### src/rtl/melody_sequencer_if.sv
// Player-side bundle for melody_sequencer: the button inputs and the note/gate/status outputs.
// The master side is the controller/bench and the slave side is the sequencer.
interface melody_sequencer_if #(
    parameter int IW = 4
);
    logic          play_btn;
    logic          stop_btn;
    logic [2:0]    note_out;
    logic          gate;
    logic [IW-1:0] step;
    logic          busy;
    logic          song_end;

    modport master (
        output play_btn, stop_btn,
        input  note_out, gate, step, busy, song_end
    );

    modport slave (
        input  play_btn, stop_btn,
        output note_out, gate, step, busy, song_end
    );
endinterface

### src/rtl/melody_sequencer.sv
// Autonomous tune player that steps a fixed song ROM and drives the divider note select and gate.
// Optional macro LOOP_EN: when defined, the song restarts from step 0 after each end pulse.
module melody_sequencer #(
    parameter int CLK_HZ     = 50_000_000,
    parameter int TICK_HZ    = 100,
    parameter int BEAT_TICKS = 25,
    parameter int GAP_TICKS  = 5,
    parameter int SONG_LEN   = 16,
    localparam int IW        = $clog2(SONG_LEN)
) (
    input  logic                   clk,
    input  logic                   rst,
    melody_sequencer_if.slave      bus
);
    localparam int TICK_DIV = CLK_HZ / TICK_HZ;
    localparam int TW       = (TICK_DIV > 1) ? $clog2(TICK_DIV) : 1;
    localparam int NW       = 5 + $clog2(BEAT_TICKS + 1);

    typedef enum logic [2:0] {
        S_IDLE,
        S_LOAD,
        S_NOTE,
        S_GAP,
        S_END
    } state_t;

    state_t        state_q, state_d;
    logic [IW-1:0] step_q, step_d;
    logic [2:0]    note_q, note_d;
    logic [NW-1:0] cnt_q, cnt_d;
    logic [TW-1:0] tick_q, tick_d;
    logic          play_prev_q;
    logic          play_edge;
    logic          tick;
    logic [7:0]    rom_word;
    logic [2:0]    rom_note;
    logic [4:0]    rom_dur;
    logic [NW-1:0] note_load;
    logic          gate_c, busy_c, song_end_c;

    // Song: entries 0..7 play notes 0..7 for two beats each; everything after is an end marker.
    function automatic logic [7:0] rom_at(input logic [IW-1:0] idx);
        logic [7:0] w;
        w = '0;
        if (32'(idx) < 32'd8) begin
            w = {3'(idx), 5'd2};
        end
        return w;
    endfunction

    assign play_edge = bus.play_btn & ~play_prev_q;
    assign tick      = (tick_q == TW'(TICK_DIV - 1));
    assign rom_word  = rom_at(step_q);
    assign rom_note  = rom_word[7:5];
    assign rom_dur   = rom_word[4:0];
    assign note_load = NW'(rom_dur) * NW'(BEAT_TICKS) - NW'(GAP_TICKS);

    always_comb begin
        state_d    = state_q;
        step_d     = step_q;
        note_d     = note_q;
        cnt_d      = cnt_q;
        gate_c     = 1'b0;
        busy_c     = (state_q != S_IDLE);
        song_end_c = 1'b0;

        case (state_q)
            S_IDLE: begin
                step_d = '0;
                if (play_edge && !bus.stop_btn) begin
                    state_d = S_LOAD;
                end
            end
            S_LOAD: begin
                if (rom_dur == 5'd0) begin
                    state_d = S_END;
                end else begin
                    note_d  = rom_note;
                    cnt_d   = note_load;
                    state_d = S_NOTE;
                end
            end
            S_NOTE: begin
                gate_c = 1'b1;
                if (cnt_q == '0) begin
                    cnt_d   = NW'(GAP_TICKS);
                    state_d = S_GAP;
                end else if (tick) begin
                    cnt_d = cnt_q - 1'b1;
                end
            end
            S_GAP: begin
                if (cnt_q == '0) begin
                    if (step_q == IW'(SONG_LEN - 1)) begin
                        state_d = S_END;
                    end else begin
                        step_d  = step_q + 1'b1;
                        state_d = S_LOAD;
                    end
                end else if (tick) begin
                    cnt_d = cnt_q - 1'b1;
                end
            end
            S_END: begin
                song_end_c = 1'b1;
                step_d     = '0;
`ifdef LOOP_EN
                // An empty song must not spin between LOAD and END forever.
                if (rom_at('0) [4:0] != 5'd0) begin
                    state_d = S_LOAD;
                end else begin
                    state_d = S_IDLE;
                end
`else
                state_d = S_IDLE;
`endif
            end
            default: begin
                state_d = S_IDLE;
                step_d  = '0;
            end
        endcase

        // Stop overrides whatever the active state decided, and never produces an end pulse.
        if (state_q != S_IDLE && bus.stop_btn) begin
            state_d    = S_IDLE;
            step_d     = '0;
            note_d     = '0;
            cnt_d      = '0;
            song_end_c = 1'b0;
        end

        if (state_d == S_LOAD) begin
            tick_d = '0;
        end else if (tick) begin
            tick_d = '0;
        end else begin
            tick_d = tick_q + 1'b1;
        end
    end

    always_ff @(posedge clk or posedge rst) begin
        if (rst) begin
            state_q <= S_IDLE;
        end else begin
            state_q <= state_d;
        end
    end

    always_ff @(posedge clk or posedge rst) begin
        if (rst) begin
            step_q      <= '0;
            note_q      <= '0;
            cnt_q       <= '0;
            tick_q      <= '0;
            play_prev_q <= 1'b1;
        end else begin
            step_q      <= step_d;
            note_q      <= note_d;
            cnt_q       <= cnt_d;
            tick_q      <= tick_d;
            play_prev_q <= bus.play_btn;
        end
    end

    assign bus.note_out = note_q;
    assign bus.step     = step_q;
    assign bus.gate     = gate_c;
    assign bus.busy     = busy_c;
    assign bus.song_end = song_end_c;
endmodule

### src/flat_wrapper.sv
// flat-port wrapper written by rule: the top's interface ports become plain ports
module melody_sequencer_flat 
#(
    parameter int CLK_HZ     = 50_000_000,
    parameter int TICK_HZ    = 100,
    parameter int BEAT_TICKS = 25,
    parameter int GAP_TICKS  = 5,
    parameter int SONG_LEN   = 16,
    localparam int IW        = $clog2(SONG_LEN)
)
  (clk, rst, bus_play_btn, bus_stop_btn, bus_note_out, bus_gate, bus_step, bus_busy, bus_song_end);
  melody_sequencer_if #(.IW((4))) bus_i ();
  input  logic clk;
  input  logic rst;
  input wire logic [$bits(bus_i.play_btn)-1:0] bus_play_btn;
  input wire logic [$bits(bus_i.stop_btn)-1:0] bus_stop_btn;
  output wire logic [$bits(bus_i.note_out)-1:0] bus_note_out;
  output wire logic [$bits(bus_i.gate)-1:0] bus_gate;
  output wire logic [$bits(bus_i.step)-1:0] bus_step;
  output wire logic [$bits(bus_i.busy)-1:0] bus_busy;
  output wire logic [$bits(bus_i.song_end)-1:0] bus_song_end;
  assign bus_i.play_btn = bus_play_btn;
  assign bus_i.stop_btn = bus_stop_btn;
  assign bus_note_out = bus_i.note_out;
  assign bus_gate = bus_i.gate;
  assign bus_step = bus_i.step;
  assign bus_busy = bus_i.busy;
  assign bus_song_end = bus_i.song_end;
  melody_sequencer #(.CLK_HZ(CLK_HZ), .TICK_HZ(TICK_HZ), .BEAT_TICKS(BEAT_TICKS), .GAP_TICKS(GAP_TICKS), .SONG_LEN(SONG_LEN)) u_core (.clk(clk), .rst(rst), .bus(bus_i));
endmodule
### config.mk
export PLATFORM = sky130hd
export DESIGN_NAME = melody_sequencer_flat
export DESIGN_NICKNAME = d
export VERILOG_FILES = /design/src/rtl/melody_sequencer_if.sv /design/src/rtl/melody_sequencer.sv /design/src/flat_wrapper.sv
export SDC_FILE = /design/constraint.sdc
export NUM_CORES = 1
export LEC_CHECK = 0
export CELL_PAD_IN_SITES_DETAIL_PLACEMENT = 0
export CELL_PAD_IN_SITES_GLOBAL_PLACEMENT = 1
export CORE_UTILIZATION = 30
export DETAILED_ROUTE_END_ITERATION = 8
export HOLD_SLACK_MARGIN = 0.02
export PLACE_DENSITY = 0.65
export SYNTH_ARGS = -nofsm -noshare
export SYNTH_HDL_FRONTEND = slang
export SYNTH_SLANG_ARGS = --single-unit
### constraint.sdc
create_clock -name clk -period 2.5 [get_ports clk]
set_clock_uncertainty 0.15 [all_clocks]
set_input_delay 0.5 -clock clk [delete_from_list [all_inputs] [get_ports clk]]
set_output_delay 0.5 -clock clk [all_outputs]
set_load 0.01 [all_outputs]
== After elaboration in Yosys (flattened, before gate mapping) ==
Cells that the tools add are included.

* Reduce and logical (&&, ||, !) cells: 13
* Mux-type cells: 26
* Equality and inequality tests: 13
* $add $sub $neg: 4
* $lt $le $gt $ge: 1
* Multiply operators: 1
* Bitwise logic cells: 2

{| class="wikitable"
|+ Operators by type and width
! cell !! number
|-
| $mux 10 || 5
|-
| $mux 19 || 2
|-
| $pmux 10 s3 || 1
|-
| $mux 3 || 9
|-
| $add 19x1->19 const B || 1
|-
| $eq 19x19->1 const B || 1
|-
| $mux 4 || 3
|-
| $pmux 3 s4 || 1
|-
| $logic_not 10->1 || 1
|-
| $mul 5x5->10 const B || 1
|-
| $sub 10x1->10 const B || 1
|-
| $sub 10x3->10 const B || 1
|-
| $ne 3x3->1 const B || 3
|-
| $mux 8 || 1
|-
| $pmux 4 s2 || 1
|-
| $eq 3x1->1 const B || 2
|-
| $eq 3x2->1 const B || 2
|-
| $reduce_and 3->1 || 2
|-
| $logic_not 5->1 || 1
|-
| $add 4x1->4 const B || 1
|-
| $eq 4x4->1 const B || 1
|-
| $lt 4x4->1 const B || 1
|-
| $reduce_bool 4->1 || 1
|-
| $eq 3x3->1 const B || 1
|-
| other kinds (13) || 16
|}

* Register bits: 40
* Bits of input ports: 4
* Word-level logic and storage cells: 66

== Depth between registers and ports, before layout ==
Gate-level depths: netlist (run 1).

* Depth in word-level cells: 8
* Depth in mapped cells: 8
* Mapped depth without buffers: 7

== Worst setup path after synthesis (run 1) ==
OpenSTA, ideal clock, no wires.

* Path kind: reg2reg
* From: reg u_core.cnt_q[0]
* To: reg u_core.step_q[1], in the netlist u_core.bus.step[1]
* Required time: 2.271 ns
* Clock period less this slack: 2.098 ns
* Slack: 0.402 ns
* Arrival: 1.869 ns
* Stages on the path, launching flop included: 8
* Path through: dfrtp_1 > inv_1 > ha_1 > or4b_4 > nor4_1 > o21a_2 > o21bai_2 > mux2i_1

* Longest elaborated chain between the ends: 3

{| class="wikitable"
|+ RTL lines
! item !! RTL line !! RTL
|-
| start, declared || melody_sequencer.sv:30 || <nowiki>logic [NW-1:0] cnt_q, cnt_d;</nowiki>
|-
| start signal, assigned || melody_sequencer.sv:160 || <nowiki>cnt_q <= cnt_d;</nowiki>
|-
| $logic_not 10->1 || melody_sequencer.sv:93 || <nowiki>if (cnt_q == '0) begin</nowiki>
|-
| $ne 3x1->1 (no line) || - ||
|-
| $reduce_and 3->1 (no line) || - ||
|-
| end signal, assigned || melody_sequencer.sv:158 || <nowiki>step_q <= step_d;</nowiki>
|-
| end, declared || melody_sequencer.sv:28 || <nowiki>logic [IW-1:0] step_q, step_d;</nowiki>
|}

No other way between the ends.
A chain may end at the register's enable or synchronous reset.

== Worst setup path after layout (run 1) ==
* From: reg u_core.state_q[2]
* To: out bus_gate

* Longest elaborated chain between the ends: 2

{| class="wikitable"
|+ RTL lines
! item !! RTL line !! RTL
|-
| start, declared || melody_sequencer.sv:27 || <nowiki>state_t state_q, state_d;</nowiki>
|-
| start signal, assigned || melody_sequencer.sv:146 || <nowiki>state_q <= state_d;</nowiki>
|-
| $eq 3x2->1 || melody_sequencer.sv:67 || <nowiki>case (state_q)</nowiki>
|-
| $mux 1 || melody_sequencer.sv:67 ||
|-
| end, declared || flat_wrapper.sv:18 || <nowiki>output wire logic [$bits(bus_i.gate)-1:0] bus_gate;</nowiki>
|}

No other way between the ends.

==> results of run 1 <==
-- per-layer routing --
layer / vias up / global-route usage
li1: 982 / -
met1: 943 / 0.2094
met2: 27 / 0.2134
met3: 7 / 0.02862
met4: 0 / 0.04435
met5: - / 0
-- worst min path at each step --
stage,from,end,cells after the start
2_1_floorplan,u_core.tick_q[0],u_core.tick_q[0],1
3_3_place_gp,u_core.tick_q[0],u_core.tick_q[0],1
3_5_place_dp,u_core.tick_q[0],u_core.tick_q[0],1
4_1_cts,u_core.tick_q[0],u_core.tick_q[0],1
5_1_grt,u_core.tick_q[0],u_core.tick_q[0],1
6_report,u_core.tick_q[0],u_core.tick_q[0],1
-- cell type report --
class                           instances  area [µm²]  area share
Inverter                               12       45.04     0.01589
Multi-Input combinational cell        197        1287      0.4543
Sequential cell                        40        1003      0.3541
Clock inverter                          2       10.01    0.003532
Tap cell                               99       123.9     0.04371
Timing Repair Buffer                   30       281.5     0.09934
Clock buffer                            6       82.58     0.02914
-- registers in the layout, indices dropped and copies added (netlist names) --
name                 flops
u_core.bus.note_out      3
u_core.bus.step          4
u_core.cnt_q            10
u_core.play_prev_q       1
u_core.state_q           3
u_core.tick_q           19
-- timing repair --
action	4_1_cts	5_1_grt
resized for setup	2	3
pin swaps	0	0
hold buffers	0	0
setup buffers	0	0
setup endpoints to repair	1	14
-- logic make-up after synthesis --
| kind of cell | synth area share |
|---|---|
| and+or+nand+nor | 0.3262 |
| DFF | 0.4263 |
| AOI/OAI and AO/OA | 0.1096 |
| buffers and inverters | 0.03193 |
| xor gates and xnor gates | 0.06333 |
| muxes | 0.02129 |
| adders and majority gates | 0.02129 |
-- through the flow --
stage	cells	TNS, ps	power [W]
3_3_place_gp	378	-466.9	0.001849
5_1_grt	386	0	0.002480
3_5_place_dp	378	-1038	0.001846
2_1_floorplan	257	0	0.001538
4_1_cts	386	0	0.002311
6_report	386	0	0.002296
-- layout by cell type, fill, tap and decap left out, drive strengths merged, types with 7 or more instances in the layout --
cell,instances
xnor2,13
nor3,11
o21ai,7
nor2,43
nand2,15
inv,11
dfrtp,39
buf,17
a21oi,10
nand3,13
nand4,9
nor4,8
clkdlybuf4s50,12
-- power by group through the flow --
stage | clock, W | sequential [W] | combinational (W)
after floorplan | 0 | 0.000926 | 0.000613
after global placement | 0 | 0.00102 | 0.000832
after detailed placement | 0 | 0.00102 | 0.000830
after CTS | 0.000470 | 0.00101 | 0.000835
after global routing | 0.000503 | 0.00104 | 0.000941
final | 0.000450 | 0.00101 | 0.000832
==> flow_summary_export.csv, run 1 <==
group,metric,value,unit
worst_setup_path,crit_buf_inv,1,
flow_run,max-cap-violations,0,
worst_setup_path,worstSetupEndpoint,"bus_gate",
logic_synthesis,synth.top_cell.area_share,0.4151,
logic_synthesis,ys_seq_elements,40,
logic_synthesis,yosys-top-cells-count,"nor2_1, dfrtp_1, nand2_1, nand3_1, xnor2_1",
worst_setup_path,path_cells,"nand2b_2 -> nor2_1 -> clkdlybuf4s50_1",
route,drt_wl_total,5.605,mm
placement,post-dp-hpwl,4.032,mm
route,vias,1959,
clock_tree,numCtsBuffers,5,
power_and_ir_drop,clockPowerShare,0.196,
power_and_ir_drop,p_sw_frac,0.3958,
power_and_ir_drop,seq_power_share,0.442,
logic_synthesis,synth.most_common_cell,"nor2_1",
clock_tree,cts_tree,"yes",
placement,io_buffers,13,
floorplanning,ios,14,
worst_setup_path,cp-startpoint,"u_core.state_q[2]",
route,wl_per_cell,14.52,µm
worst_setup_path,cp_max_fo,11,
clock_tree,htreeDepth,2,
logic_synthesis,synth.area.top_cells,"dfrtp_1, nor2_1, xnor2_1",
cells_and_area,nets,294,
route,route.met3.wl,180,µm
cells_and_area,n_antenna_cell,0,
worst_setup_path,critical_path_class,"reg -> out",
route,wl_met1,2.902,mm
clock_tree,path_clk_slew,80,ps
clock_tree,clk_latency,290,ps
power_and_ir_drop,p_int,0.001387,W
clock_tree,cts_sinks,40,
global_route,grt_use_total,0.1441,
worst_setup_path,critPathArrivalTime,1720,ps
logic_synthesis,seq_area_frac_synth,0.4263,
logic_synthesis,synth.distinct_cells,49,
worst_hold_path,hold_class,"reg -> reg",
placement,place_area,2728,µm²
logic_synthesis,synth_nets,265,
cells_and_area,drive_gt1_frac,0.1603,
status,status,"finished clean",
clock_tree,clock-root-buffer,"clkbuf_8",
timing,worst_slew_pin_slew,695.9,ps
floorplanning,chipWidth,90.53,µm
route,ant_nets,0,
global_route,grt_pass1_wl,9.494,mm
power_and_ir_drop,leakage,1.179,nW
worst_setup_path,cp-start-kind,"flip-flop",
logic_synthesis,synth_cells,257,
global_route,grt-ovfl-total,0,
placement,globalplace.congestion,0.7708,
timing,maxSlewViolCount,0,
logic_synthesis,synth-async-reset-ratio,1.000,
floorplanning,die_area,8195,µm²
cells_and_area,fill_cells,788,
logic_synthesis,syn_avg_cell_area,9.148,µm²
worst_setup_path,rr_endpoint,"u_core.bus.step[1]",
power_and_ir_drop,p_comb_frac,0.362,
worst_setup_path,slowest_stage,"clkdlybuf4s50_1",
worst_setup_path,critPathCaptureType,"primary output",
worst_setup_path,cp_slowest_stage_delay,540,ps
worst_setup_path,crit_required,1850,ps
logic_synthesis,synth_top_area_cell,"dfrtp_1",
worst_setup_path,r2r_slack,190,ps
floorplanning,core_area,7408,µm²
timing,slew_headroom,0.5344,
timing,max_freq,421.7,MHz
route,drt-initial-drc-count,83,
global_route,grt_pass1_vias,1865,
worst_setup_path,crit_cells,3,
route,dr.pass1.iters,4,
global_route,antenna_found_initial,0,
worst_setup_path,reg2reg_from,"u_core.cnt_q[0]",
timing,finalCritPeriodShare,0.9485,
timing,final_period_minus_worst_setup_slack,2371,ps
logic_synthesis,synth-edff-count,0,
power_and_ir_drop,p_sw,0.0009090,W
global_route,grt_max_degree,41,
timing,hold_viol,0,
cells_and_area,area_growth,20.54,%
timing,finalSetupViolCount,0,
floorplanning,rows,31,
logic_synthesis,ys.flop_type,"dfrtp_1",
route,met2_length,2.429,mm
route,routed.top_layer,"met4",
floorplanning,die_h,90.53,µm
timing,rsz0062_at_grt,"no",
floorplanning,initial_utilization,0.3173,
worst_setup_path,crit_family,"buffers and inverters",
placement,place_ws,-86.75,ps
cells_and_area,finish.utilization,0.3825,
route,avgViaCountPerCell,5.075,
clock_tree,cts_buffer_depth,2,
logic_synthesis,yosysWarningCount,0,
logic_synthesis,syn_area,2351,µm²
timing,worst_slack,128.8,ps
cells_and_area,design_area,2834,µm²
timing,hold_ws,336.1,ps
worst_setup_path,r2r_cells,7,
power_and_ir_drop,ir_drop,0.3860,mV
power_and_ir_drop,p_per_area,810.3,nW/µm²
route,drc,0,
No activity file was read; power rests on OpenSTA's default activity.
==> inputs of run 2 (changes only) <==
Settings changed: CTS_CLUSTER_SIZE set to 25, SLEW_MARGIN set to 0.
==> results of run 2 <==
Final layout, timing and power as in run 1 (identical DEF).
